`src/rtl/flagstore_pkg.sv`:
```
// Shared CPU definitions: condition-flag count, flag indices and the flag vector type.
package cpu_pkg;

  localparam int unsigned NUM_FLAGS = 4;

  // Index 0 is the leftmost bit of a 4'b literal.
  localparam int unsigned FLAG_EQ = 0;
  localparam int unsigned FLAG_LT = 1;
  localparam int unsigned FLAG_CF = 2;
  localparam int unsigned FLAG_OF = 3;

  typedef logic [0:NUM_FLAGS-1] flags_t;

endpackage

```
`src/rtl/flagstore_if.sv`:
```
// Execute-stage to flag-register bus: masked flag writes in, stored flags out.
interface flagstore_if;
  import cpu_pkg::*;

  flags_t flag_mask;
  flags_t new_flags;
  logic   eq;
  logic   lt;
  logic   cf;
  logic   of;

  // Execute stage drives writes and observes stored flags.
  modport master (
    output flag_mask,
    output new_flags,
    input  eq,
    input  lt,
    input  cf,
    input  of
  );

  // Flag register accepts writes and presents stored flags.
  modport slave (
    input  flag_mask,
    input  new_flags,
    output eq,
    output lt,
    output cf,
    output of
  );

endinterface

```
`src/rtl/flagstore_flag_bit.sv`:
```
// One condition flag: enable-gated flop with synchronous active-high clear.
module flag_bit (
  input  logic clk,
  input  logic rst,
  input  logic en,
  input  logic d,
  output logic q
);

  // Clear wins over enable; a disabled bit never samples d, so X on d cannot enter.
  always_ff @(posedge clk) begin
    if (rst) begin
      q <= 1'b0;
    end else if (en) begin
      q <= d;
    end
  end

endmodule

```
`src/rtl/flagstore.sv`:
```
// Four-bit CPU condition-flag register with per-flag write mask.
module flagstore
  import cpu_pkg::*;
(
  input logic        clk,
  input logic        nrst,
  flagstore_if.slave bus
);

  flags_t flags_q;

  // One independent flop per flag; no cross-flag logic.
  for (genvar i = 0; i < NUM_FLAGS; i++) begin : g_flag
    flag_bit u_flag_bit (
      .clk (clk),
      .rst (nrst),
      .en  (bus.flag_mask[i]),
      .d   (bus.new_flags[i]),
      .q   (flags_q[i])
    );
  end

  // Named outputs come straight from the flops.
  assign bus.eq = flags_q[FLAG_EQ];
  assign bus.lt = flags_q[FLAG_LT];
  assign bus.cf = flags_q[FLAG_CF];
  assign bus.of = flags_q[FLAG_OF];

  // An unknown mask bit leaves that flag unspecified; catch the caller error in simulation.
  mask_known_a : assert property (
    @(posedge clk) disable iff (nrst) !$isunknown(bus.flag_mask)
  );

  // Reset clears every flag regardless of mask and data.
  reset_clears_a : assert property (
    @(posedge clk) nrst |=> (flags_q == flags_t'(0))
  );

endmodule

```
`src/flat_wrapper.sv`:
```
// flat-port wrapper written by rule: the top's interface ports become plain ports
module flagstore_flat import cpu_pkg::*;
  (clk, nrst, bus_flag_mask, bus_new_flags, bus_eq, bus_lt, bus_cf, bus_of);
  flagstore_if bus_i ();
  input logic clk;
  input logic nrst;
  input wire logic [$bits(bus_i.flag_mask)-1:0] bus_flag_mask;
  input wire logic [$bits(bus_i.new_flags)-1:0] bus_new_flags;
  output wire logic [$bits(bus_i.eq)-1:0] bus_eq;
  output wire logic [$bits(bus_i.lt)-1:0] bus_lt;
  output wire logic [$bits(bus_i.cf)-1:0] bus_cf;
  output wire logic [$bits(bus_i.of)-1:0] bus_of;
  assign bus_i.flag_mask = bus_flag_mask;
  assign bus_i.new_flags = bus_new_flags;
  assign bus_eq = bus_i.eq;
  assign bus_lt = bus_i.lt;
  assign bus_cf = bus_i.cf;
  assign bus_of = bus_i.of;
  flagstore u_core (.clk(clk), .nrst(nrst), .bus(bus_i));
endmodule
```
`config.mk`:
```
export PLATFORM = sky130hd
export DESIGN_NAME = flagstore_flat
export DESIGN_NICKNAME = d
export VERILOG_FILES = /design/src/rtl/flagstore_pkg.sv /design/src/rtl/flagstore_if.sv /design/src/rtl/flagstore_flag_bit.sv /design/src/rtl/flagstore.sv /design/src/flat_wrapper.sv
export SDC_FILE = /design/constraint.sdc
export NUM_CORES = 1
export LEC_CHECK = 0
export BUFFER_PORTS_ARGS = -buffer_cell sky130_fd_sc_hd__buf_2
export CAP_MARGIN = 20
export CORE_AREA = 2 2 39 41
export CTS_CLUSTER_DIAMETER = 40
export DETAILED_ROUTE_END_ITERATION = 6
export DIE_AREA = 0 0 41 43
export PLACE_DENSITY = 0.34
export RECOVER_POWER = 100
export SLEW_MARGIN = 10
export SYNTH_ARGS = -nofsm -noshare
export SYNTH_HDL_FRONTEND = slang
export SYNTH_SLANG_ARGS = --single-unit
```
`constraint.sdc`:
```
create_clock -name clk -period 1.7 [get_ports clk]
set_input_delay 0.34 -clock clk [delete_from_list [all_inputs] [get_ports clk]]
set_output_delay 0.34 -clock clk [all_outputs]
set_load 0.05 [all_outputs]
```
==> flow_summary_export.csv <==
group,metric,value,unit
final_layout,final-seq-area,80.1,um2
timing,slew_viol_final,0,
final_layout,n_antenna_cell,0,
run_status,run_status,"finished clean",
clock_network,ctsHoldBuffers,0,
power_and_ir_drop,p_per_area,1100,nW/um2
synth,syn_area,135,um2
setup_path,cp.buffers_inverters,1,
grt,grt_pass1_wl,434,um
clock_network,clock_latency,0.23,ns
grt,grt_pass1_vias,118,
clock_network,cts-root-buf,"clkbuf_4",
synth,synth_cell_type_count,3,
synth,ys_ff_latch,4,
synth,yosysWarnings,0,
setup_path,max_stage_delay,0.47,ns
synth,synthCells,12,
hold_path,hold_class,"input port to flip-flop",
timing,min_period,1.36,ns
clock_network,cts_buffer_depth,2,
routing,drc,0,
final_layout,n_fill_cell,160,
setup_path,crit_path_top_delay_cell,"clkbuf_1",
clock_network,cts_sinks,4,
place,dpl_cell_area,220,um2
routing,dr_total_vias,141,
clock_network,cts-buffers-inserted,3,
flow_run,cap_viol_max_count,0,
final_layout,top_register,"u_core.g_flag.u_flag_bit.q",
power_and_ir_drop,ir_worst_vdd,0.192,mV
floorplan,die_w,41,um
setup_path,arrival,1.02,ns
final_layout,multi_input_area,55.1,um2
final_layout,final_area,238,um2
power_and_ir_drop,power.total,263,uW
grt,grt_max_degree,5,
place,io_buffer_count,13,
grt,grt_usage,4.62,%
routing,wl_per_cell,7.75,um
setup_path,cp_cell_sequence,"clkbuf_1",
final_layout,drive_gt1_share,42.9,%
place,dpl.cell_count,41,
setup_path,critPathLaunchType,"flip-flop",
clock_network,cts_max_level,1,
synth,ys_seq_area_share,59.3,%
setup_path,required,1.36,ns
place,gp_congestion,0.452,
final_layout,nets,40,
setup_path,worstSetupPathType,"flip-flop to primary output",
routing,drtIter0Drc,0,
floorplan,initial_core_util,9.76,%
timing,finalHoldViolCount,0,
floorplan,rows,14,
place,pre_cts_ws,0.798,ns
timing,fmax,734,MHz
synth,synth_fp_nets,22,
clock_network,clkTransAtPathRegs,0.04,ns
timing,setup-tns-final,0,ns
timing,relSlewSlack,60.6,%
setup_path,critical-path-top-delay-family,"buffers and inverters",
routing,vias_per_cell,3.20,
final_layout,largest_register_ffs,4,
setup_path,endpoint_kind,"primary output",
final_layout,mostFrequentLayoutCells,"buf_2 (9), mux2i_1 (4), nor2_1 (4), clkbuf_1 (4), dfxtp_1 (4)",
final_layout,largestRegisters,"u_core.g_flag.u_flag_bit.q: 4 flops",
floorplan,die_h,43,um
timing,postLayoutSetupSlackWorst,0.337,ns
timing,skew,0,ns
final_layout,final_cells,44,
routing,totalWireLength,341,um
timing,final.period_utilization,80.2,%
final_layout,area_growth,75.9,%
timing,worst_pin_slew,0.594,ns
clock_network,cts_tree,"yes",
setup_path,worst-path-max-fanout,2,
grt,antenna_found_initial,0,
final_layout,final_common_cell,"buf_2",
synth,avgSynthCellArea,11.3,um2
floorplan,die_area,1760,um2
clock_network,cts_setup_buffers,0,
power_and_ir_drop,p_leak,0.118,nW
grt,overflow,0,
timing,finalSetupViolations,0,
timing,rsz0062_at_grt,"no",
floorplan,num_io_pins,14,
routing,ant_nets,0,
routing,firstDrtPassIters,1,
floorplan,coreArea,1380,um2
clock_network,cts.repair.resized,0,
## power by group
part	switching, mW	total, mW	internal [mW]
logic	0.0290	0.0438	0.0148
registers	0.00246	0.102	0.100
clock network	0.0375	0.116	0.0789
total	0.0689	0.263	0.194
## stage by stage
step | utilization (%) | hold WS, ns
2_1_floorplan | - | 0.412
3_3_place_gp | 15.9 | 0.474
3_5_place_dp | 15.9 | 0.481
4_1_cts | 17.5 | 0.317
5_1_grt | 17.2 | 0.318
6_report | 17.2 | 0.321
## final timing paths
check / start / end / slack (ns) / cells past startpoint
worst max-delay path: u_core.g_flag[0].u_flag_bit.q$_SDFFE_PP0P_ / bus_eq / 0.34 / 1
worst min-delay path: nrst / u_core.g_flag[0].u_flag_bit.q$_SDFFE_PP0P_ / 0.32 / 2
worst max register to register: u_core.g_flag[1].u_flag_bit.q$_SDFFE_PP0P_ / u_core.g_flag[1].u_flag_bit.q$_SDFFE_PP0P_ / 1.11 / 2
worst min register to register: u_core.g_flag[3].u_flag_bit.q$_SDFFE_PP0P_ / u_core.g_flag[3].u_flag_bit.q$_SDFFE_PP0P_ / 0.49 / 2
## per-layer routing
layer  vias to the layer above  routed length [um]  track usage, %
met2                        14                 113            4.69
met1                        54                 146            4.18
li1                         73                   -               -
met5                         -                   0               0
met4                         0                   0            6.00
met3                         0                  81            4.71
## cells in the mapped netlist
master | number | area share (%)
mux2i_1 | 4 | 30
nor2_1 | 4 | 11
dfxtp_1 | 4 | 59
## final cells by class
type,instances,area share (%)
flip-flops and latches,4,33.7
multi-input cells,8,23.2
clock buffers,3,9.47
well taps,16,8.42
repair buffers,13,25.3
## logic make-up after synthesis
family and synth area share (%):
DFF 59.3, muxes 29.6, and+or+nand+nor 11.1
Note: power is estimated with default switching activity, not from simulation.
